$ cat config.mk
export PLATFORM = sky130hd
export DESIGN_NAME = piso_ser
export DESIGN_NICKNAME = d
export VERILOG_FILES = /design/src/rtl/piso_ser.sv
export SDC_FILE = /design/constraint.sdc
export NUM_CORES = 1
export LEC_CHECK = 0
export BUFFER_PORTS_ARGS = -buffer_cell sky130_fd_sc_hd__buf_2
export CAP_MARGIN = 20
export CORE_UTILIZATION = 30
export CTS_CLUSTER_DIAMETER = 40
export CTS_CLUSTER_SIZE = 16
export DETAILED_ROUTE_END_ITERATION = 8
export HOLD_SLACK_MARGIN = 0.02
export PLACE_DENSITY = 0.52
export SYNTH_ARGS = -nofsm -noshare
export SYNTH_HDL_FRONTEND = slang
export SYNTH_SLANG_ARGS = --single-unit
$ cat constraint.sdc
create_clock -name clk -period 2.5 [get_ports clk]
set_clock_uncertainty 0.1 [all_clocks]
set_input_delay 0.125 -clock clk [delete_from_list [all_inputs] [get_ports clk]]
set_output_delay 0.125 -clock clk [all_outputs]
set_load 0.01 [all_outputs]
$ cat src/rtl/piso_ser.sv
// Parallel-in / serial-out shifter with a valid/ready load port and a shift enable.
// Optional build macro PISO_SER_PARITY_EN appends an even-parity bit to every frame.
module piso_ser #(
  parameter int WIDTH     = 8,
  parameter int MSB_FIRST = 1
) (
  input  logic             clk,
  input  logic             rst_n,
  input  logic [WIDTH-1:0] d,
  input  logic             ld_valid,
  output logic             ld_ready,
  input  logic             en,
  output logic             q,
  output logic             q_valid,
  output logic             done,
  output logic             busy,
  output logic             o_dbg_state
);

`ifdef PISO_SER_PARITY_EN
  localparam int FRAME_LEN = WIDTH + 1;
`else
  localparam int FRAME_LEN = WIDTH;
`endif
  localparam int CNT_W = $clog2(FRAME_LEN + 1);
  localparam logic [CNT_W-1:0] LAST_CNT = CNT_W'(FRAME_LEN);

  // Load handshake: a word is taken when ld_valid && ld_ready at a rising edge.
  // ld_ready is high in IDLE, or on the last frame bit while en is high, so
  // back-to-back frames run with no idle gap.
  typedef enum logic {S_IDLE = 1'b0, S_SHIFT = 1'b1} state_t;

  state_t           r_state, w_state_nxt;
  logic [WIDTH-1:0] r_sreg, w_sreg_nxt;
  logic [CNT_W-1:0] r_cnt, w_cnt_nxt;
  logic             r_q, w_q_nxt;
  logic             r_q_valid, w_q_valid_nxt;
  logic             r_done, w_done_nxt;
  logic             r_busy, w_busy_nxt;
`ifdef PISO_SER_PARITY_EN
  logic             r_par, w_par_nxt;
`endif
  logic             w_last;
  logic             w_load;

  function automatic logic f_head(input logic [WIDTH-1:0] v);
    return (MSB_FIRST != 0) ? v[WIDTH-1] : v[0];
  endfunction

  function automatic logic [WIDTH-1:0] f_shift(input logic [WIDTH-1:0] v);
    return (MSB_FIRST != 0) ? {v[WIDTH-2:0], 1'b0} : {1'b0, v[WIDTH-1:1]};
  endfunction

  // r_cnt is the 1-based index of the bit currently on q.
  assign w_last   = (r_state == S_SHIFT) && (r_cnt == LAST_CNT);
  assign ld_ready = (r_state == S_IDLE) || (w_last && en);
  assign w_load   = ld_valid && ld_ready;

  always_comb begin
    w_state_nxt   = r_state;
    w_sreg_nxt    = r_sreg;
    w_cnt_nxt     = r_cnt;
    w_q_nxt       = r_q;
    w_q_valid_nxt = r_q_valid;
    w_done_nxt    = r_done;
    w_busy_nxt    = r_busy;
`ifdef PISO_SER_PARITY_EN
    w_par_nxt     = r_par;
`endif
    if (w_load) begin
      w_state_nxt   = S_SHIFT;
      w_sreg_nxt    = f_shift(d);
      w_q_nxt       = f_head(d);
      w_cnt_nxt     = CNT_W'(1);
      w_q_valid_nxt = 1'b1;
      w_done_nxt    = 1'b0;
      w_busy_nxt    = 1'b1;
`ifdef PISO_SER_PARITY_EN
      w_par_nxt     = ^d;
`endif
    end else if ((r_state == S_SHIFT) && en) begin
      if (w_last) begin
        w_state_nxt   = S_IDLE;
        w_sreg_nxt    = '0;
        w_cnt_nxt     = '0;
        w_q_nxt       = 1'b0;
        w_q_valid_nxt = 1'b0;
        w_done_nxt    = 1'b0;
        w_busy_nxt    = 1'b0;
      end else begin
        w_cnt_nxt  = r_cnt + CNT_W'(1);
        w_done_nxt = (w_cnt_nxt == LAST_CNT);
        w_q_nxt    = f_head(r_sreg);
        w_sreg_nxt = f_shift(r_sreg);
`ifdef PISO_SER_PARITY_EN
        if (r_cnt == CNT_W'(WIDTH)) w_q_nxt = r_par;
`endif
      end
    end
  end

  always_ff @(posedge clk) begin
    if (!rst_n) begin
      r_state   <= S_IDLE;
      r_sreg    <= '0;
      r_cnt     <= '0;
      r_q       <= 1'b0;
      r_q_valid <= 1'b0;
      r_done    <= 1'b0;
      r_busy    <= 1'b0;
`ifdef PISO_SER_PARITY_EN
      r_par     <= 1'b0;
`endif
    end else begin
      r_state   <= w_state_nxt;
      r_sreg    <= w_sreg_nxt;
      r_cnt     <= w_cnt_nxt;
      r_q       <= w_q_nxt;
      r_q_valid <= w_q_valid_nxt;
      r_done    <= w_done_nxt;
      r_busy    <= w_busy_nxt;
`ifdef PISO_SER_PARITY_EN
      r_par     <= w_par_nxt;
`endif
    end
  end

  assign q           = r_q;
  assign q_valid     = r_q_valid;
  assign done        = r_done;
  assign busy        = r_busy;
  assign o_dbg_state = r_state;

endmodule

==> reports/qor.yml, run 1 <==
logic_synthesis:
  ys_seq_area_frac: 0.3810
  ys_ff_latch: 14
  syn_inst: 84
  synth_top_cell_by_area: "dfxtp_1"
  yosysWarnings: 0
  syn-num-nets: 99
  avgSynthCellArea_um2: 8.758
  ys_top_cells_by_area: "dfxtp_1 (38%), a221oi_1 (7.1%), o21ai_0 (6.1%)"
  synth_top_area_frac: 0.3810
  synth_area_um2: 735.7
  ys_types: 28
worst_setup_path:
  start_kind: "register"
  worstPathMaxFanout: 7
  critPathKind: "register to register"
  worstPathCellList: "inv_1 -> ha_1 -> and4b_1 -> nor2_2 -> a221oi_1 -> nor2_1"
  cp_slowest_stage_delay_ns: 0.40
  crit_arrival_ns: 1.80
  end_kind: "register"
  cp_slowest_cell: "dfxtp_1"
  cp.required_ns: 2.56
detailed_routing:
  drt_wl_total_um: 1629
  drt_iter0_drc: 15
  firstDrtPassIters: 4
  wl_per_cell_um: 11.72
  vias: 711
  route.detailed.drc: 0
  avgViaCountPerCell: 5.115
  drtAntennaViolNets: 0
flow_run:
  maxCapViolations: 0
layout:
  multiInputGateArea_um2: 417.9
  fillers: 241
  final_layout_size_suffix_gt1_frac: 0.2342
  seq_area_um2: 280.3
  fin_nets: 127
  postLayoutCoreUtil: 0.4273
  diodes: 0
  syn2layout_area_growth_pct: 30.95
sta:
  fin_hold_ws_ns: 0.08273
  fin_crit_sh: 0.6959
  tns_ns: 0
  rsz0062_at_grt: "false"
  hold_violations: 0
  setup_viol_count_final: 0
  slew_headroom: 0.7606
  worst_slew_pin_slew_ns: 0.3592
  period_needed_ns: 1.740
  drv_slew: 0
  clock.fmax_mhz: 574.8
die:
  rows: 17
  core_mm2: 0.002255
  die-area_mm2: 0.002654
  io_pins: 18
  die_h_um: 51.52
  fp.dieW_um: 51.52
  start_util: 0.3263
placed_design:
  port_buffers: 17
  place_congestion: 0.7913
  place_hpwl_um: 1137
clock_tree:
  clk_pin_slew_ns: 0.09
  clock_latency_ns: 0.28
  cts_sinks: 14
  cts-root-buf: "clkbuf_4"
  cts_max_path_buffers: 2
  cts_setup_buffers: 0
  cts_inserted_buffers: 3
  htreeDepth: 1
  cts_tree: "yes"
run_status:
  status: "finished, final reports clean"
power:
  p_leak_nw: 0.4000
  ir_worst_vdd_v: 0.0002936
  power_density_mw_per_mm2: 517.4
grt:
  grt_max_degree: 12
  grt_pass1_vias: 644
  antenna_found_initial: 0
  track_usage: 0.1411
  overflow: 0
  grt_first_pass_wirelength_um: 2780
hold_path:
  min_path_type: "input port to register"
-- Yosys cell counts --
library cell  instances
a211oi_1              2
a21boi_4              1
a21o_1                1
a21oi_1               7
a21oi_2               1
a221oi_1              6
a22oi_1               1
a31oi_1               1
and2b_1               1
and4b_1               1
buf_4                 3
clkbuf_1              1
dfxtp_1              14
ha_1                  3
inv_1                 3
nand2_1               4
nand2b_1              1
nand3_1               4
nand4b_4              1
nor2_1                9
nor2_2                1
nor2b_1               3
nor3_1                1
nor3b_1               2
o21ai_0               9
o21ai_1               1
o221a_1               1
or3_1                 1
-- worst paths after layout --
check             depth (start not counted)  slack (ns)  startpoint         to
hold / removal                            2        0.08       rst_n   r_cnt[0]
hold reg to reg                           2        0.42           q          q
setup reg to reg                          6        0.76    r_cnt[0]  r_sreg[6]
setup / recovery                          6        0.76    r_cnt[0]  r_sreg[6]
-- per-layer routing --
layer	vias to the layer above	GRT usage	part of all wire
met2	15	0.2532	0.50
met1	332	0.1640	0.47
met3	2	0.01754	0.029
met4	0	0.06757	0.0061
met5	-	0	0
li1	362	-	-
-- timing repair --
action | CTS | global route
gates resized for setup | 0 | 0
endpoints found under the hold margin | 9 | 0
hold buffers | 9 | 0
-- logic make-up after synthesis --
kind of cell               after synthesis  share of synthesized area
adders and majority gates                3                    0.05103
buffers and inverters                    7                    0.05101
and+or+nand+nor                         29                     0.2279
DFF                                     14                     0.3810
AOI/OAI and AO/OA                       31                     0.2891
-- stage by stage --
step,total power [mW],setup WS [ns],cell area [µm²],std cells
4_1_cts,0.5094,0.7868,963.4,139
3_3_place_gp,0.3300,0.8520,837.1,126
3_5_place_dp,0.3316,0.8070,837.1,126
6_report,0.4985,0.7602,963.4,139
2_1_floorplan,0.3054,1.010,735.7,84
5_1_grt,0.5293,0.6586,963.4,139
-- placed cells by master, fill, tap and decap left out, types with 2 or more instances in the layout --
cell type      instances
buf_2                 17
a221oi_1               6
nand3_1                4
nor2b_1                3
a21oi_1                7
clkbuf_4               3
inv_1                  3
dfxtp_1               14
dlygate4sd3_1          9
a211oi_1               2
nor3b_1                2
nor2_1                 9
nand2_1                4
o21ai_0                9
ha_1                   3
-- layout make-up --
class / count / area share
Multi-Input combinational cell: 63 / 0.4338
Sequential cell: 14 / 0.2909
Timing Repair Buffer: 27 / 0.1896
Clock buffer: 4 / 0.03766
Tap cell: 28 / 0.03636
Inverter: 3 / 0.01169
-- worst max-delay path: cells and delay by family, from the launching register on --
family	cells	cell delay, ns
DFF	1	0.40
and+or+nand+nor	3	0.53
adders and majority gates	1	0.23
AOI/OAI and AO/OA	1	0.26
buffers and inverters	1	0.10
-- report_power, final --
part	switching (mW)	leakage [nW]	internal, mW
clock	0.0727	0.0210	0.0885
sequential	0.0119	0.115	0.238
combinational	0.0448	0.264	0.0430
-- state kept, by name, indices dropped and copies added, names as in the netlist --
| signal | cells |
|---|---|
| busy | 1 |
| done | 1 |
| q | 1 |
| r_cnt | 4 |
| r_sreg | 7 |
No activity file was read; power rests on OpenSTA's default activity.
==> inputs of run 2 (changes only) <==
--- a/config.mk
+++ b/config.mk
@@ -12,7 +12,7 @@
 export CTS_CLUSTER_SIZE = 16
 export DETAILED_ROUTE_END_ITERATION = 8
 export HOLD_SLACK_MARGIN = 0.02
-export PLACE_DENSITY = 0.52
+export PLACE_DENSITY = 0.54
 export SYNTH_ARGS = -nofsm -noshare
 export SYNTH_HDL_FRONTEND = slang
 export SYNTH_SLANG_ARGS = --single-unit
==> constraint.sdc (replaced) <==
create_clock -name clk -period 1.6 [get_ports clk]
set_clock_uncertainty 0.1 [all_clocks]
set_input_delay 0.08 -clock clk [delete_from_list [all_inputs] [get_ports clk]]
set_output_delay 0.08 -clock clk [all_outputs]
set_load 0.01 [all_outputs]
==> run 2 against run 1 <==
Against the previous run: core utilization rose by 4.6 points; final area grew 11%; register-to-register slack lost 0.67 ns; die area is the same; sequential cell count did not move; cell count is 6.5% higher; power is 65% higher; first-iteration DRC count is 67% lower; largest cell class unchanged.
==> reports/qor.yml, run 2 (same netlist as run 1, synthesis figures left out) <==
sta:
  rsz0062_at_grt: "false"
  tns_ns: 0  # unchanged
  fin_crit_sh: 0.9464  # +0.2505
  period_needed_ns: 1.514  # -0.2256 ns
  slew_headroom: 0.7317  # -0.02882
  drv_slew: 0  # unchanged
  clock.fmax_mhz: 660.4  # +15%
  worst_slew_pin_slew_ns: 0.4024  # +0.04323 ns
  setup_viol_count_final: 0  # unchanged
  hold_violations: 0  # unchanged
die:
  fp.dieW_um: 51.52  # unchanged
  rows: 17  # unchanged
  io_pins: 18  # unchanged
  core_mm2: 0.002255  # unchanged
  die_h_um: 51.52  # unchanged
  start_util: 0.3263  # unchanged
  die-area_mm2: 0.002654  # unchanged
worst_setup_path:
  crit_arrival_ns: 1.65  # -0.15 ns
  end_kind: "register"
  ff2ff_path_depth: 6  # unchanged
  worstPathCellList: "inv_2 -> ha_4 -> and4b_2 -> nor2_2 -> a221oi_1 -> nor2_1"
  r2r_slack_ns: 0.09  # -0.67 ns
  cp_slowest_stage_delay_ns: 0.36  # -0.04 ns
  cp_slowest_cell: "dfxtp_1"
  critPathKind: "register to register"
  r2r-end: "q"
  path_buf_inv: 1  # unchanged
  cp_num_cells: 6  # unchanged
  crit_family: "simple AND/OR/NAND/NOR gates"
  worstPathMaxFanout: 6  # -1
  cp.required_ns: 1.73  # -0.83 ns
  start_kind: "register"
  r2r-start: "r_cnt[0]"
detailed_routing:
  wl_per_cell_um: 12.30  # +4.9%
  firstDrtPassIters: 4  # unchanged
  drt_iter0_drc: 5  # -10
  drtAntennaViolNets: 0  # unchanged
  avgViaCountPerCell: 5.122  # +0.13%
  vias: 758  # +6.6%
  drt_wl_total_um: 1820  # +12%
  route.detailed.drc: 0  # unchanged
placed_design:
  place_hpwl_um: 1237  # +8.7%
  place_congestion: 0.7493  # -5.3%
  placed_area_um2: 894.6  # +6.9%
  port_buffers: 17  # unchanged
  place_inst: 132  # +4.8%
power:
  power_frac_seq: 0.466  # -0.035
  internal_power_mw: 0.5967  # +62%
  p_comb_frac: 0.209  # +0.033
  switching_share: 0.2758  # +0.01622
  power_density_mw_per_mm2: 772.9  # +49%
  ir_worst_vdd_v: 0.0004188  # +43%
  p_leak_nw: 0.4542  # +14%
  switching_power_mw: 0.2272  # +76%
  power.share.clock: 0.325  # +0.002
clock_tree:
  cts_sinks: 14  # unchanged
  cts_inserted_buffers: 3  # unchanged
  cts-root-buf: "clkbuf_4"
  clock_latency_ns: 0.29  # about the same
  cts_max_path_buffers: 2  # unchanged
  htreeDepth: 1  # unchanged
  cts_tree: "yes"
  clk_pin_slew_ns: 0.09  # about the same
grt:
  met2_usage: 0.2554  # +0.002165
  grt-busiest-layer: "met2"
  use_met3: 0.05263  # +0.03509
  overflow: 0  # unchanged
  grt_pass1_vias: 681  # +5.7%
  grt_use_met1: 0.1738  # +0.009871
  antenna_found_initial: 0  # unchanged
  grt_max_degree: 12  # unchanged
  track_usage: 0.1507  # +0.009580
  grt_first_pass_wirelength_um: 2925  # +5.2%
layout:
  layout.cells.non_filler: 148  # +6.5%
  largest_register: "r_sreg"
  fillers: 232  # -3.7%
  largest_reg_flops: 7  # unchanged
  final_layout_size_suffix_gt1_frac: 0.3250  # +0.09077
  top_regs: "r_sreg: 7 flops, r_cnt: 4 flops"
  fin_area_mm2: 0.001066  # +11%
  syn2layout_area_growth_pct: 44.90
  final_cell_mix: "buf_2 (17), dfxtp_1 (14), dlygate4sd3_1 (10)"
  fin_nets: 136  # +7.1%
  final_common_cell: "buf_2"
  diodes: 0  # unchanged
run_status:
  status: "finished, final reports clean"
flow_run:
  maxCapViolations: 0  # unchanged
hold_path:
  min_path_type: "input port to register"
  hold_depth: 3  # +1
  min_to: "r_cnt[1]"
  hold_start: "en"
==> run 2: final cells by class <==
class	count	area, µm²	share of cell area
Timing Repair Buffer	36	265.3	0.2488
Tap cell	28	35.03	0.03286
Multi-Input combinational cell	63	437.9	0.4108
Inverter	3	11.26	0.01056
Clock buffer	4	36.28	0.03404
Sequential cell	14	280.3	0.2629
==> run 2: metrics by stage <==
step | util | hold slack [ns] | power, mW | worst slack (ns)
6_report | 0.4728 | 0.03147 | 0.8239 | 0.08577
5_1_grt | 0.4728 | 0.04733 | 0.8650 | 0.006659
4_1_cts | 0.4573 | 0.02520 | 0.8216 | 0.001378
3_5_place_dp | 0.3968 | 0.2477 | 0.5339 | 0.01349
3_3_place_gp | 0.3968 | 0.2422 | 0.5313 | 0.06712
2_1_floorplan | - | 0.1185 | 0.4773 | 0.1098
==> run 2: metal layers <==
layer	part of all wire	vias up
li1	-	384
met1	0.47	358
met2	0.48	14
met3	0.039	2
met4	0.0088	0
met5	0	-
==> run 2: timing repair <==
action / in CTS / in global routing
setup endpoints to repair: 0 / 8
hold buffers: 10 / 0
setup buffers: 0 / 2
hold endpoints to repair: 10 / 0
gates resized for setup: 0 / 6
==> run 2: worst reg2reg max path, cell delays in order, from the launching register on <==
cell	delay, ns
dfxtp_1	0.36
inv_2	0.05
ha_4	0.17
and4b_2	0.25
nor2_2	0.25
a221oi_1	0.13
nor2_1	0.14
==> run 2: power by group through the flow <==
stage               Combinational [mW]  Sequential, mW  Clock [mW]
floorplan                       0.0837           0.394           0
global placement                 0.141           0.390           0
detailed placement               0.144           0.390           0
CTS                              0.163           0.383       0.276
global route                     0.187           0.387       0.291
finish                           0.172           0.384       0.268
==> run 2: how the worst max path moves through the flow <==
stage                         from  slack (ns)        end
after global placement    r_cnt[0]        0.07  r_sreg[6]
after CTS                 r_cnt[1]       0.001  r_sreg[5]
final                     r_cnt[0]        0.09          q
after floorplan           r_cnt[0]        0.11          q
after detailed placement  r_cnt[1]        0.01  r_sreg[5]
after global routing      r_cnt[0]       0.007  r_sreg[2]
==> inputs of run 3 (changes only) <==
--- a/config.mk
+++ b/config.mk
@@ -9,10 +9,11 @@
 export CAP_MARGIN = 20
 export CORE_UTILIZATION = 30
 export CTS_CLUSTER_DIAMETER = 40
-export CTS_CLUSTER_SIZE = 16
+export CTS_CLUSTER_SIZE = 40
 export DETAILED_ROUTE_END_ITERATION = 8
 export HOLD_SLACK_MARGIN = 0.02
 export PLACE_DENSITY = 0.54
+export RECOVER_POWER = 25
 export SYNTH_ARGS = -nofsm -noshare
 export SYNTH_HDL_FRONTEND = slang
 export SYNTH_SLANG_ARGS = --single-unit
==> run 3 against run 2 <==
Against the previous run: power down 0.31%; die area stayed put; register-to-register slack about the same; clock power about the same; core utilization decreased by 0.33 points; largest power group unchanged; critical endpoint unchanged.
==> reports/qor.yml, run 3 (same netlist as run 1, synthesis figures left out) <==
layout:
  final_layout_size_suffix_gt1_frac: 0.2917  # -0.03333
  syn2layout_area_growth_pct: 43.88
  fillers: 235  # +1.3%
  diodes: 0  # unchanged
  seq_area_um2: 280.3  # unchanged
  layout.cells.non_filler: 148  # unchanged
  largest_reg_flops: 7  # unchanged
  top_regs: "r_sreg: 7 flops, r_cnt: 4 flops"
  final_cell_mix: "dfxtp_1 (14), buf_2 (14), dlygate4sd3_1 (10)"
  fin_nets: 136  # unchanged
  largest_register: "r_sreg"
  multiInputGateArea_um2: 437.9  # unchanged
sta:
  rsz0062_at_grt: "false"
  worst_slew_pin_slew_ns: 0.4023  # -0.00009155 ns
  hold_violations: 0  # unchanged
  fin_crit_sh: 0.9464  # about the same
  setup_viol_count_final: 0  # unchanged
  tns_ns: 0  # unchanged
  period_needed_ns: 1.514  # +0.00006240 ns
  drv_slew: 0  # unchanged
  slew_headroom: 0.7318  # about the same
  clock.fmax_mhz: 660.4  # about the same
detailed_routing:
  drtAntennaViolNets: 0  # unchanged
  vias: 757  # -0.13%
  route.detailed.drc: 0  # unchanged
  drt_wl_total_um: 1820  # unchanged
  avgViaCountPerCell: 5.115  # -0.13%
  firstDrtPassIters: 4  # unchanged
  wl_per_cell_um: 12.30  # unchanged
  drt_iter0_drc: 5  # unchanged
die:
  core_mm2: 0.002255  # unchanged
  fp.dieW_um: 51.52  # unchanged
  io_pins: 18  # unchanged
  rows: 17  # unchanged
  start_util: 0.3263  # unchanged
  die_h_um: 51.52  # unchanged
  die-area_mm2: 0.002654  # unchanged
worst_setup_path:
  worstPathMaxFanout: 6  # unchanged
  critPathKind: "register to register"
  end_kind: "register"
  crit_arrival_ns: 1.65  # about the same
  cp.required_ns: 1.73  # about the same
  start_kind: "register"
grt:
  antenna_found_initial: 0  # unchanged
  track_usage: 0.1507  # unchanged
  overflow: 0  # unchanged
  grt_first_pass_wirelength_um: 2925  # unchanged
  grt_max_degree: 12  # unchanged
  grt_pass1_vias: 681  # unchanged
power:
  power_density_mw_per_mm2: 775.9  # +0.39%
  ir_worst_vdd_v: 0.0004186  # about the same
  p_leak_nw: 0.4389  # -3.4%
clock_tree:
  cts_tree: "yes"
  cts_max_path_buffers: 2  # unchanged
  cts_sinks: 14  # unchanged
  cts-root-buf: "clkbuf_4"
  clk_pin_slew_ns: 0.09  # about the same
  clock_latency_ns: 0.29  # about the same
  htreeDepth: 1  # unchanged
  cts_inserted_buffers: 3  # unchanged
placed_design:
  port_buffers: 17  # unchanged
  place_hpwl_um: 1237  # unchanged
  place_inst: 132  # unchanged
  place_congestion: 0.7493  # unchanged
run_status:
  status: "finished, final reports clean"
flow_run:
  maxCapViolations: 0  # unchanged
hold_path:
  min_path_type: "input port to register"
run 3: changes by cell type in the layout (fill, tap and decap cells not counted), sizes merged:
cell	change
clkbuf	+4
buf	-4
run 3: cell type report:
cell class	count	share of cell area
multi-input combinational	63	0.4137
timing repair buffer	36	0.2435
clock buffer	4	0.03428
tap	28	0.03310
inverter	3	0.01064
sequential	14	0.2648
run 3: worst paths after layout:
kind	slack, ns	depth (start not counted)	endpoint	startpoint
max	0.09	6	q	r_cnt[0]
min	0.03	3	r_cnt[1]	en
max reg2reg	0.09	6	q	r_cnt[0]
min reg2reg	0.44	2	r_sreg[5]	r_sreg[4]
run 3: stage by stage:
step / utilization / instance area (µm²) / hold WS (ns) / worst slack [ns] / power (mW)
5_1_grt: 0.4695 / 1059 / 0.04733 / 0.006659 / 0.8623
2_1_floorplan: - / 735.7 / 0.1185 / 0.1098 / 0.4773
3_5_place_dp: 0.3968 / 894.6 / 0.2477 / 0.01349 / 0.5339
3_3_place_gp: 0.3968 / 894.6 / 0.2422 / 0.06712 / 0.5313
4_1_cts: 0.4573 / 1031 / 0.02520 / 0.001378 / 0.8216
6_report: 0.4695 / 1059 / 0.03147 / 0.08571 / 0.8213
run 3: critical path, stage by stage (launching register included):
cell and delay [ns]:
dfxtp_1 0.36, inv_2 0.05, ha_4 0.17, and4b_2 0.25, nor2_2 0.25, a221oi_1 0.13
nor2_1 0.14
run 3: layer usage:
layer  routed length [µm]  up-vias  global-route usage
li1                     -      384                   -
met1                  862      357              0.1738
met2                  869       14              0.2554
met3                   72        2             0.05263
met4                   16        0             0.05405
met5                    0        -                   0
run 3: repair_timing:
item	4_1_cts	5_1_grt
resized for setup	0	6
hold endpoints to repair	10	0
hold buffers	10	0
setup buffers	0	2
endpoints found under the setup margin	0	8
run 3: power by group:
part / total (mW) / internal [mW] / switching [mW]
logic: 0.169 / 0.0838 / 0.0856
registers: 0.384 / 0.371 / 0.0127
clock network: 0.268 / 0.139 / 0.129
